**src/rtl/apb_pkg.sv**
```systemverilog
// Shared types for the APB requester: FSM states, timeout counter sizing
// and the registered response bundle.
package apb_pkg;

  typedef enum logic [1:0] {
    IDLE   = 2'd0,
    SETUP  = 2'd1,
    ACCESS = 2'd2,
    RESP   = 2'd3
  } apb_state_e;

  localparam int APB_DATA_W         = 32;
  localparam int TIMEOUT_CYCLES_DEF = 256;

  // Counter only has to represent 0 .. TIMEOUT_CYCLES-1.
  function automatic int tcnt_width(input int cycles);
    return (cycles > 2) ? $clog2(cycles) : 1;
  endfunction

  localparam int TCNT_W = tcnt_width(TIMEOUT_CYCLES_DEF);

  typedef struct packed {
    logic [APB_DATA_W-1:0] rdata;
    logic                  err;
    logic                  timeout;
  } apb_rsp_t;

endpackage

```
**src/rtl/apb_timeout_cnt.sv**
```systemverilog
// ACCESS-phase wait counter: cleared before ACCESS starts, counts stalled
// cycles and flags the last permitted one.
module apb_timeout_cnt
  import apb_pkg::*;
#(
  parameter int TIMEOUT_CYCLES = TIMEOUT_CYCLES_DEF
) (
  input  logic clk,
  input  logic rst,
  input  logic clear_i,
  input  logic enable_i,
  output logic expired_o
);

  localparam int            CW   = tcnt_width(TIMEOUT_CYCLES);
  localparam logic [CW-1:0] LAST = CW'(TIMEOUT_CYCLES - 1);

  logic [CW-1:0] cnt_q;
  logic [CW-1:0] cnt_d;

  assign expired_o = (cnt_q == LAST);

  // Saturates at LAST so a late enable can never wrap back to zero.
  always_comb begin
    cnt_d = cnt_q;
    if (clear_i) begin
      cnt_d = '0;
    end else if (enable_i && !expired_o) begin
      cnt_d = cnt_q + CW'(1);
    end
  end

  always_ff @(posedge clk or posedge rst) begin
    if (rst) begin
      cnt_q <= '0;
    end else begin
      cnt_q <= cnt_d;
    end
  end

endmodule

```
**src/rtl/apb_master_bridge.sv**
```systemverilog
// APB3 requester: turns single-beat core requests into SETUP/ACCESS transfers
// and returns the slave's reply on a valid/ready response channel.
module apb_master_bridge
  import apb_pkg::*;
#(
  parameter int ADDR_WIDTH     = 32,
  parameter int DATA_WIDTH     = APB_DATA_W,
  parameter int TIMEOUT_CYCLES = TIMEOUT_CYCLES_DEF
) (
  input  logic                  clk,
  input  logic                  rst,
  input  logic                  req_valid,
  output logic                  req_ready,
  input  logic [ADDR_WIDTH-1:0] req_addr,
  input  logic                  req_write,
  input  logic [DATA_WIDTH-1:0] req_wdata,
  output logic                  rsp_valid,
  input  logic                  rsp_ready,
  output logic [DATA_WIDTH-1:0] rsp_rdata,
  output logic                  rsp_err,
  output logic                  rsp_timeout,
  output logic                  PSEL,
  output logic                  PENABLE,
  output logic                  PWRITE,
  output logic [ADDR_WIDTH-1:0] PADDR,
  output logic [DATA_WIDTH-1:0] PWDATA,
  input  logic                  PREADY,
  input  logic                  PSLVERR,
  input  logic [DATA_WIDTH-1:0] PRDATA
);

  apb_state_e            state_q,     state_d;
  logic                  req_ready_q, req_ready_d;
  logic                  rsp_valid_q, rsp_valid_d;
  apb_rsp_t              rsp_q,       rsp_d;
  logic                  psel_q,      psel_d;
  logic                  penable_q,   penable_d;
  logic                  pwrite_q,    pwrite_d;
  logic [ADDR_WIDTH-1:0] paddr_q,     paddr_d;
  logic [DATA_WIDTH-1:0] pwdata_q,    pwdata_d;

  logic tmo_clear;
  logic tmo_enable;
  logic tmo_expired;

  apb_timeout_cnt #(
    .TIMEOUT_CYCLES(TIMEOUT_CYCLES)
  ) u_timeout_cnt (
    .clk      (clk),
    .rst      (rst),
    .clear_i  (tmo_clear),
    .enable_i (tmo_enable),
    .expired_o(tmo_expired)
  );

  // Every output is a flop, so this block computes the value each output
  // must show in the state being entered, not the current one.
  always_comb begin
    state_d     = state_q;
    req_ready_d = 1'b0;
    rsp_valid_d = 1'b0;
    rsp_d       = rsp_q;
    psel_d      = 1'b0;
    penable_d   = 1'b0;
    pwrite_d    = pwrite_q;
    paddr_d     = paddr_q;
    pwdata_d    = pwdata_q;
    tmo_clear   = 1'b0;
    tmo_enable  = 1'b0;

    unique case (state_q)
      IDLE: begin
        req_ready_d = 1'b1;
        if (req_valid && req_ready_q) begin
          state_d     = SETUP;
          req_ready_d = 1'b0;
          psel_d      = 1'b1;
          paddr_d     = req_addr;
          pwrite_d    = req_write;
          pwdata_d    = req_write ? req_wdata : '0;
        end
      end

      SETUP: begin
        state_d   = ACCESS;
        psel_d    = 1'b1;
        penable_d = 1'b1;
        tmo_clear = 1'b1;
      end

      ACCESS: begin
        psel_d    = 1'b1;
        penable_d = 1'b1;
        // PREADY is checked first so a reply in the final allowed cycle wins.
        if (PREADY) begin
          state_d       = RESP;
          psel_d        = 1'b0;
          penable_d     = 1'b0;
          rsp_valid_d   = 1'b1;
          rsp_d.rdata   = pwrite_q ? '0 : PRDATA;
          rsp_d.err     = PSLVERR;
          rsp_d.timeout = 1'b0;
        end else if (tmo_expired) begin
          state_d       = RESP;
          psel_d        = 1'b0;
          penable_d     = 1'b0;
          rsp_valid_d   = 1'b1;
          rsp_d.rdata   = '0;
          rsp_d.err     = 1'b1;
          rsp_d.timeout = 1'b1;
        end else begin
          tmo_enable = 1'b1;
        end
      end

      RESP: begin
        rsp_valid_d = 1'b1;
        if (rsp_ready) begin
          state_d     = IDLE;
          rsp_valid_d = 1'b0;
          req_ready_d = 1'b1;
        end
      end

      default: begin
        state_d = IDLE;
      end
    endcase
  end

  // Asynchronous reset drops PSEL/PENABLE at once, abandoning any transfer.
  always_ff @(posedge clk or posedge rst) begin
    if (rst) begin
      state_q     <= IDLE;
      req_ready_q <= 1'b0;
      rsp_valid_q <= 1'b0;
      rsp_q       <= '0;
      psel_q      <= 1'b0;
      penable_q   <= 1'b0;
      pwrite_q    <= 1'b0;
      paddr_q     <= '0;
      pwdata_q    <= '0;
    end else begin
      state_q     <= state_d;
      req_ready_q <= req_ready_d;
      rsp_valid_q <= rsp_valid_d;
      rsp_q       <= rsp_d;
      psel_q      <= psel_d;
      penable_q   <= penable_d;
      pwrite_q    <= pwrite_d;
      paddr_q     <= paddr_d;
      pwdata_q    <= pwdata_d;
    end
  end

  assign req_ready   = req_ready_q;
  assign rsp_valid   = rsp_valid_q;
  assign rsp_rdata   = rsp_q.rdata;
  assign rsp_err     = rsp_q.err;
  assign rsp_timeout = rsp_q.timeout;
  assign PSEL        = psel_q;
  assign PENABLE     = penable_q;
  assign PWRITE      = pwrite_q;
  assign PADDR       = paddr_q;
  assign PWDATA      = pwdata_q;

endmodule

```
**config.mk**
```make
export PLATFORM = sky130hd
export DESIGN_NAME = apb_master_bridge
export DESIGN_NICKNAME = d
export VERILOG_FILES = /design/src/rtl/apb_pkg.sv /design/src/rtl/apb_timeout_cnt.sv /design/src/rtl/apb_master_bridge.sv
export SDC_FILE = /design/constraint.sdc
export NUM_CORES = 1
export LEC_CHECK = 0
export CAP_MARGIN = 10
export CORE_MARGIN = 1.5
export CORE_UTILIZATION = 41
export CTS_CLUSTER_SIZE = 25
export DETAILED_ROUTE_END_ITERATION = 10
export HOLD_SLACK_MARGIN = 0.08
export PLACE_DENSITY = 0.81
export SYNTH_ARGS = -nofsm -noshare
export SYNTH_HDL_FRONTEND = slang
export SYNTH_SLANG_ARGS = --single-unit
```
**constraint.sdc**
```tcl
create_clock -name clk -period 4 [get_ports clk]
set_clock_uncertainty 0.15 [all_clocks]
set_input_delay 0.4 -clock clk [delete_from_list [all_inputs] [get_ports clk]]
set_output_delay 0.4 -clock clk [all_outputs]
set_load 0.02 [all_outputs]
```
# After elaboration in Yosys (flattened, before gate mapping)
# Index checks and enable logic that the tools add are counted.
[classes]
addsub = 1
multipliers = 0
n_div = 0
n_lt_le_gt_ge = 0
eq_ne = 7
shifts = 0
n_mux = 25
bitwise_logic = 0
reduce_logical = 9
[op_table]
columns = ["cell", "n"]
rows = [
  ["two-way mux 34 bit", 2],
  ["two-way mux 32 bit", 2],
  ["two-way mux 8 bit", 2],
  ["two-way mux 1 bit", 10],
  ["adder 8 x 1 -> 8 bit (second input constant)", 1],
  ["equality test 8 bit (second input constant)", 1],
  ["two-way mux 2 bit", 4],
  ["case mux 2 bit (4 select lines)", 1],
  ["case mux 1 bit (2 select lines)", 3],
  ["equality test 2 bit (second input constant)", 2],
  ["inequality test 2 bit (second input constant)", 2],
  ["AND reduction 2 bit", 2],
  ["nonzero test 2 bit", 2],
  ["inequality test 3 x 2 -> 1 bit (second input constant)", 1],
  ["case mux 1 bit (3 select lines)", 1],
  ["AND reduction 3 bit", 1],
  ["equality test 2 x 1 -> 1 bit (second input constant)", 1],
  ["logical AND 1 bit", 2],
  ["logical NOT 2 bit", 1],
  ["logical NOT 1 bit", 1],
]
[totals]
ff_bits = 113
latch_bits = 0
ram_bits = 0
mem_bits_ro = 0
input_bits = 103
out_inout_bits = 103
word_cells = 54
mem_count = 0

# Logic depth before layout (Yosys ltp)
# Gate-level depths: netlist (run 1).
[logic_depth]
ltp_word = 7
depth_mapped = 8
mapped_depth_nobuf = 6

# By module
# A second synthesis (run 1) with hierarchy kept.
[hier_totals]
cells_unflattened = 434
hier_area_um2 = 4654.5
[by_module_without_submodules]
columns = ["mod", "instances", "cells_each", "area_per_inst_um2", "seq_area_each_um2"]
rows = [
  ["apb_master_bridge", 1, 386, 4162.7, 2627.5],
  ["apb_timeout_cnt", 1, 48, 491.7, 200.2],
]

# Worst setup path after synthesis (run 1)
# No wires, ideal clock.
[synth_path]
kind = "flip-flop to flip-flop"
from = "reg state_q[0]"
to = "reg state_q[1]"
setup_ns = 0.125
arrival_ns = 1.577
t_required_ns = 3.725
setup_slack_ns = 2.148
stages_incl_launch_ff = 9
path_buffers = 2
synth_period_minus_slack_ns = 1.852
cell_sequence = "dfrtp_1 inv_1 ha_1 buf_4 and2b_2 o21ai_2 buf_6 nand3_2 mux2_4"
[synth_between]
elab_chain_len = 3
word_cells_on_any_way = 9
classes_between = "eq/ne: 6; mux: 1; reduce/logical: 2"
[synth_lines]
columns = ["item", "line", "rtl"]
rows = [
  ["start: declaration", "apb_master_bridge.sv:32", "apb_state_e state_q, state_d;"],
  ["start signal: assignment", "apb_master_bridge.sv:144", "state_q <= state_d;"],
  ["equality test 2 bit or logical NOT 2 bit (tied branches)", "apb_master_bridge.sv:71", "unique case (state_q)"],
  ["inequality test 3 x 2 -> 1 bit (no source line) or inequality test 2 bit (tied branches)", "n/a", ""],
  ["AND reduction 3 bit (no source line)", "n/a", ""],
]
# Parallel ways exist; a longest one is shown, timed or not.
# A chain may end at the register's enable or synchronous reset.

# Final worst setup path (run 1)
[layout_path]
from = "reg state_q[0]"
to = "reg paddr_q[20], in the netlist PADDR[20]"
[layout_between]
elab_chain_len = 2
[layout_lines]
columns = ["item", "line", "rtl"]
rows = [
  ["logical NOT 2 bit", "apb_master_bridge.sv:71", ""],
  ["AND reduction 2 bit (no source line)", "n/a", ""],
  ["end signal: assignment", "apb_master_bridge.sv:151", "paddr_q <= paddr_d;"],
  ["end: declaration", "apb_master_bridge.sv:39", "logic [ADDR_WIDTH-1:0] paddr_q, paddr_d;"],
]
# No other way between the ends.

==> impl_results.md, run 1 <==
* Fin Setup TNS at 0 ps
* CTS hold repair buffers at 0
* Starting DRC count in detailed routing at 139
* Core ar. at 0.0104 mm²
* Final Non-Filler Cells at 715
* Overall Power at 5560 µW
* Max Cap Viol at 0
* CP Capture Type: register
* Status: completed
* Critical path class: reg -> reg
* Clock Path Buffers at 2
* Port-buffer cells at 205
* Root buf cell: clkbuf_8
* Syn-to-layout area delta at 62.1%
* # DRC at 0
* Main flop type after synthesis: dfrtp_1
* Utilization of the core after routing at 0.691
* Syn Nets at 469
* Post-synth EDFFs at 0
* Req. time, crit path at 4230 ps
* # setup viols final at 0
* CP startpoint: state_q[0]
* CTS tree: done
* Die height at 107 µm
* H-tree levels at 4
* Final hold vios at 0
* Max FO, Critical Path at 42
* Pwr Density at 777 mW/mm²
* Post CTS Setup Buffer Count at 0
* Layout Nets at 675
* Die area at 0.0114 mm²
* Initial antenna violation count at 0
* Post-synthesis async set-or-reset flop share at 1.00
* Post-CTS sizing at 0
* Worst r2r src: state_q[0]
* Mapped Area at 0.00442 mm²
* Yosys cell types at 34
* Synthesized flop and latch total at 113
* Antenna Cells at 0
* Vias per cell at 4.97
* Largest net degree at the start of global routing at 65
* Clock sinks at 113
* Clock-pin slew on the worst setup and hold paths at 50 ps
* Rows at 37
* CTS Buf Count at 17
* DRT Pass-1 Iters at 5
* Syn Area/Cell at 12.3 µm²
* DP HPWL at 8.22 mm
* # IOs at 206
* Layout cell share with drive strength beyond 1 at 0.136
* Drt wl/cell at 16.2 µm
* First-pass GRT wire length at 18.4 mm
* Routed via count at 3553
* Maximum VDD drop at 0.411 mV
* Starting Density at 0.426
* Ys Warns at 0
* Unrepaired setup endpoints after global routing: no
* Worst hold path type: in -> async
* Placer Congestion at 0.768
* CP Data Arrival Time at 2380 ps
* Final worst-path cycle share at 0.536
* Synth Instances at 360
* Pleak at 0.00316 µW
* Sequential fraction of the synthesis area at 0.640
* Minimum clock period at 2140 ps
* Clk_lat worst skew at 500 ps
* ANT nets after route at 0
* Setup crit start kind: register
* Global Route Usage Sum at 0.209
* Vias in the first global route at 3750
* Slew Limit Fails at 0
* Rel. slew slack at 0.251
* Worst Tran Pin Value at 1120 ps
* Total gr overflow at 0
* Placed instance count at 683
* Die Wd at 107 µm
* Drt total wl at 11.6 mm
* FMAX at 467 MHz
==> cells in the final DEF, fill, tap and decap left out, drive strengths merged, types with 2 or more instances in the layout <==
cell	instances
dfrtp	113
nand3	4
bufinv	2
buf	5
mux2	34
clkdlybuf4s50	205
a22o	32
nand4	2
o31ai	3
clkbuf	21
o21ai	36
nand2	70
clkinv	6
clkinvlp	3
or4	2
inv	6
ha	6
xor2	2
a21oi	8
or3	2
nor2	8
==> power breakdown <==
group	internal (µW)	total, µW	switching, µW
clock	910	1410	501
combinational	1180	2300	1120
sequential	1600	1850	256
total	3690	5560	1880
==> metal layers <==
metal	track usage	vias up	wire (µm)
met4	0.0876	0	229
li1	-	1666	-
met1	0.236	1747	4430
met5	0	-	0
met3	0.0778	17	871
met2	0.357	123	6020
==> state kept, by name, indices dropped and copies added, names as in the netlist, 2 cells and up <==
name                 cells
PADDR                   32
state_q                  2
PWDATA                  32
rsp_rdata               32
u_timeout_cnt.cnt_q      8
==> path summary, 6_finish.rpt <==
check	end	slack, ps	depth (start not counted)
worst max register to register	PADDR[20]	1860	5
worst min-delay path	rsp_rdata[15]	240	2
worst max-delay path	PADDR[20]	1860	5
max in group asynchronous	rsp_rdata[4]	2680	3
worst min register to register	PWDATA[14]	330	2
min in group clk	PWDATA[30]	310	3
==> cell families (layout without fill, tap and decap cells) <==
kind of cell / after synthesis / in the layout / synth area share
xor+xnor: 2 / 2 / 0.00397
flops: 113 / 113 / 0.640
mux: 35 / 35 / 0.0898
compound gates: 83 / 83 / 0.127
simple gates: 92 / 92 / 0.0926
buf+inv: 29 / 248 / 0.0297
fa+ha+maj: 6 / 6 / 0.0170
==> through the flow <==
stage	setup slack, ps	cell area [µm²]	hold slack [ps]
after global routing	1680	7160	308
after detailed placement	1720	6600	319
after floorplan	463	4420	340
after CTS	1850	7160	266
after global placement	1770	6600	312
final	1860	7160	236
==> worst max-delay path, cell delays in order, from the launching register on <==
cell,delay [ps]
dfrtp_1,420
inv_1,100
ha_1,270
nand3_4,250
buf_4,430
mux2_2,390
==> area by class of cell <==
class | count | area (µm²)
fill | 772 | 3210
tap | 136 | 170
inverter | 6 | 25.0
multi-input combinational | 218 | 1470
clock buffer | 21 | 449
timing repair buffer | 210 | 2100
sequential | 113 | 2830
clock inverter | 11 | 113
==> cell usage after synthesis (2+ instances only) <==
cell type  count  area (µm²)
a21oi_1        8        40.0
ha_1           6        75.1
a22o_1        32         280
inv_1          6        22.5
xor2_1         2        17.5
buf_2          6        30.0
nor2_1         8        30.0
nand3_1        2        10.0
nand2_1       70         263
or4_1          2        15.0
mux2_2        33         372
clkbuf_1      14        52.6
o21ai_2        2        17.5
buf_4          2        15.0
o21ai_0       34         170
dfrtp_1      113        2830
o31ai_1        3        22.5
Power figures use the tool's default switching activity.
==> run 2, diff against run 1 <==
--- a/config.mk
+++ b/config.mk
@@ -7,11 +7,11 @@
 export LEC_CHECK = 0
 export CAP_MARGIN = 10
 export CORE_MARGIN = 1.5
-export CORE_UTILIZATION = 41
+export CORE_UTILIZATION = 37
 export CTS_CLUSTER_SIZE = 25
 export DETAILED_ROUTE_END_ITERATION = 10
 export HOLD_SLACK_MARGIN = 0.08
-export PLACE_DENSITY = 0.81
+export PLACE_DENSITY = 0.77
 export SYNTH_ARGS = -nofsm -noshare
 export SYNTH_HDL_FRONTEND = slang
 export SYNTH_SLANG_ARGS = --single-unit
==> constraint.sdc (replaced) <==
create_clock -name clk -period 1.7 [get_ports clk]
set_clock_uncertainty 0.15 [all_clocks]
set_input_delay 0.17 -clock clk [delete_from_list [all_inputs] [get_ports clk]]
set_output_delay 0.17 -clock clk [all_outputs]
set_load 0.02 [all_outputs]
==> run 2 against run 1 <==
The flow now finishes with violations (design-rule violations). Via count rose by 2.1%. Final cell count is 4.8% higher. Sequential share of layout area down 2.8 points. Non-clock buffer count grew 26. Critical path type unchanged. Critical endpoint is now u_timeout_cnt.cnt_q[5]. Largest power group unchanged. Highest routed layer unchanged.
==> impl_results.md, run 2 (synthesized netlist as in run 1, its figures left out) <==
* Status: finished with violations
* Violated checks: design-rule violations
* Clock sinks at 113 (unchanged)
* Rel. slew slack at 0.759 (+0.508)
* Worst slack, placed at -94.5 ps (-1820 ps)
* DRT Pass-1 Iters at 7 (+2)
* Highest routed layer: met4
* CTS tree: done
* WL met1 at 5.08 mm (+15%)
* Global Route Usage Sum at 0.184 (-0.0259)
* ANT nets after route at 0 (unchanged)
* # IOs at 206 (unchanged)
* CP bufs+invs at 1 (-1)
* Antenna Cells at 0 (unchanged)
* Met2 wire len at 5.60 mm (-6.9%)
* Root buf cell: clkbuf_16
* Clock Path Buffers at 2 (unchanged)
* Core ar. at 0.0115 mm² (+11%)
* CTS Buf Count at 17 (unchanged)
* Setup crit start kind: register
* Total gr overflow at 0 (unchanged)
* Final worst-path cycle share at 0.987 (+0.451)
* H-tree levels at 4 (unchanged)
* Starting DRC count in detailed routing at 208 (+50%)
* Starting Density at 0.384 (-0.0424)
* WL met3 at 977 µm (+12%)
* First-pass GRT wire length at 18.3 mm (-0.26%)
* Final hold vios at 0 (unchanged)
* Rows at 39 (+5.4%)
* Port-buffer cells at 205 (unchanged)
* Minimum clock period at 1680 ps (-465 ps)
* Largest net degree at the start of global routing at 70 (+7.7%)
* # DRC at 14 (+14)
* Critical path class: reg -> reg
* Vias in the first global route at 3702 (-1.3%)
* Initial antenna violation count at 0 (unchanged)
* Clk_lat worst skew at 400 ps (-100 ps)
* Drt total wl at 11.8 mm (+2.5%)
* Req. time, crit path at 1880 ps (-2350 ps)
* Worst-path cell chain: inv_2 > ha_4 > and2b_2 > o21ai_2 > or4_1 > a21oi_1
* Commonest cells after routing, fill and taps aside: dfrtp_1, clkdlybuf4s50_1, nand2_1
* Clock-pin slew on the worst setup and hold paths at 50 ps (about the same)
* CP Data Arrival Time at 1860 ps (-520 ps)
* Final Worst Setup Slack at 22.0 ps (-1830 ps)
* Unrepaired setup endpoints after global routing: yes
* Max incr delay on CP at 400 ps (-30 ps)
* Layout cell share with drive strength beyond 1 at 0.185 (+0.0484)
* Die Wd at 112 µm (+5.1%)
* Critical-path top delay cell: or4_1
* Placed instance count at 712 (+4.2%)
* Maximum VDD drop at 0.689 mV (+67%)
* Max Cap Viol at 0 (unchanged)
* Worst Tran Pin Value at 361 ps (-758 ps)
* Overall Power at 13400 µW (+140%)
* Pleak at 0.00426 µW (+35%)
* Routed via count at 3629 (+2.1%)
* Die area at 0.0126 mm² (+10%)
* Slew Limit Fails at 0 (unchanged)
* Worst hold path type: in -> reg
* # setup viols final at 0 (unchanged)
* Pwr Density at 1750 mW/mm² (+120%)
* Utilization of the core after routing at 0.669 (-0.0218)
* Layout Nets at 702 (+4.0%)
* DP HPWL at 7.98 mm (-2.9%)
* Max FO, Critical Path at 5 (-88%)
* Largest delay contributor family on the critical path: simple AND/OR/NAND/NOR gates
* Syn-to-layout area delta at 74.3%
* Placer Congestion at 0.744 (-3.2%)
* Final Non-Filler Cells at 749 (+4.8%)
* FMAX at 596 MHz (+28%)
* Drt wl/cell at 15.8 µm (-2.2%)
* Vias per cell at 4.85 (-2.5%)
* Commonest non-fill, non-tap cell in the layout: dfrtp_1
* CP Capture Type: register
* Die height at 112 µm (+5.1%)
[run 2: path summary, 6_finish.rpt]
path	from	to	slack, ps	cells after the start
max in group asynchronous	rst	PENABLE	420	4
min in group asynchronous	rst	PWRITE	650	4
worst max register to register	state_q[0]	u_timeout_cnt.cnt_q[5]	20	6
worst min register to register	PWDATA[19]	PWDATA[19]	320	2
worst max-delay path	state_q[0]	u_timeout_cnt.cnt_q[5]	20	6
worst min-delay path	req_wdata[29]	PWDATA[29]	170	3
[run 2: through the flow]
stage / hold slack (ps) / area [µm²] / setup TNS (ps)
final: 166 / 7700 / 0
after global routing: 174 / 7700 / -83.0
after CTS: 157 / 7450 / 0
after detailed placement: 319 / 6850 / -510
after global placement: 310 / 6850 / -84.8
after floorplan: 110 / 4450 / -294
[run 2: metal layers]
layer | GRT usage | vias to the layer above
met5 | 0 | -
met4 | 0.0633 | 0
met3 | 0.0702 | 15
met2 | 0.298 | 150
met1 | 0.226 | 1745
li1 | - | 1719
[run 2: area by class of cell]
type	instances	area [µm²]
fill	861	3810
sequential	113	2830
timing repair buffer	236	2500
multi-input combinational	219	1540
clock buffer	19	443
clock inverter	13	185
tap	143	179
inverter	6	26.3
[run 2: report_power, final]
part	leakage, µW	internal [µW]	switching (µW)
Combinational	0.00252	2670	2730
Clock	0.000292	2490	1270
Sequential	0.00146	3760	534
[run 2: worst reg2reg max path, delay by kind of cell (launching register included)]
| family | cells | cell delay (ps) |
|---|---|---|
| AO/OA/AOI/OAI | 2 | 230 |
| adder cells (fa/ha/maj) | 1 | 140 |
| buffers and inverters | 1 | 120 |
| AND/OR/NAND/NOR | 2 | 590 |
| flip-flops | 1 | 380 |
[run 2: repair_timing]
action                                  in CTS  in global routing
pin swaps                                    0                  1
cloned                                       0                  3
hold endpoints to repair                    44                  0
hold buffers                                 1                  0
gates resized for setup                     43                 71
setup buffers                                0                  1
endpoints found under the setup margin      56                107
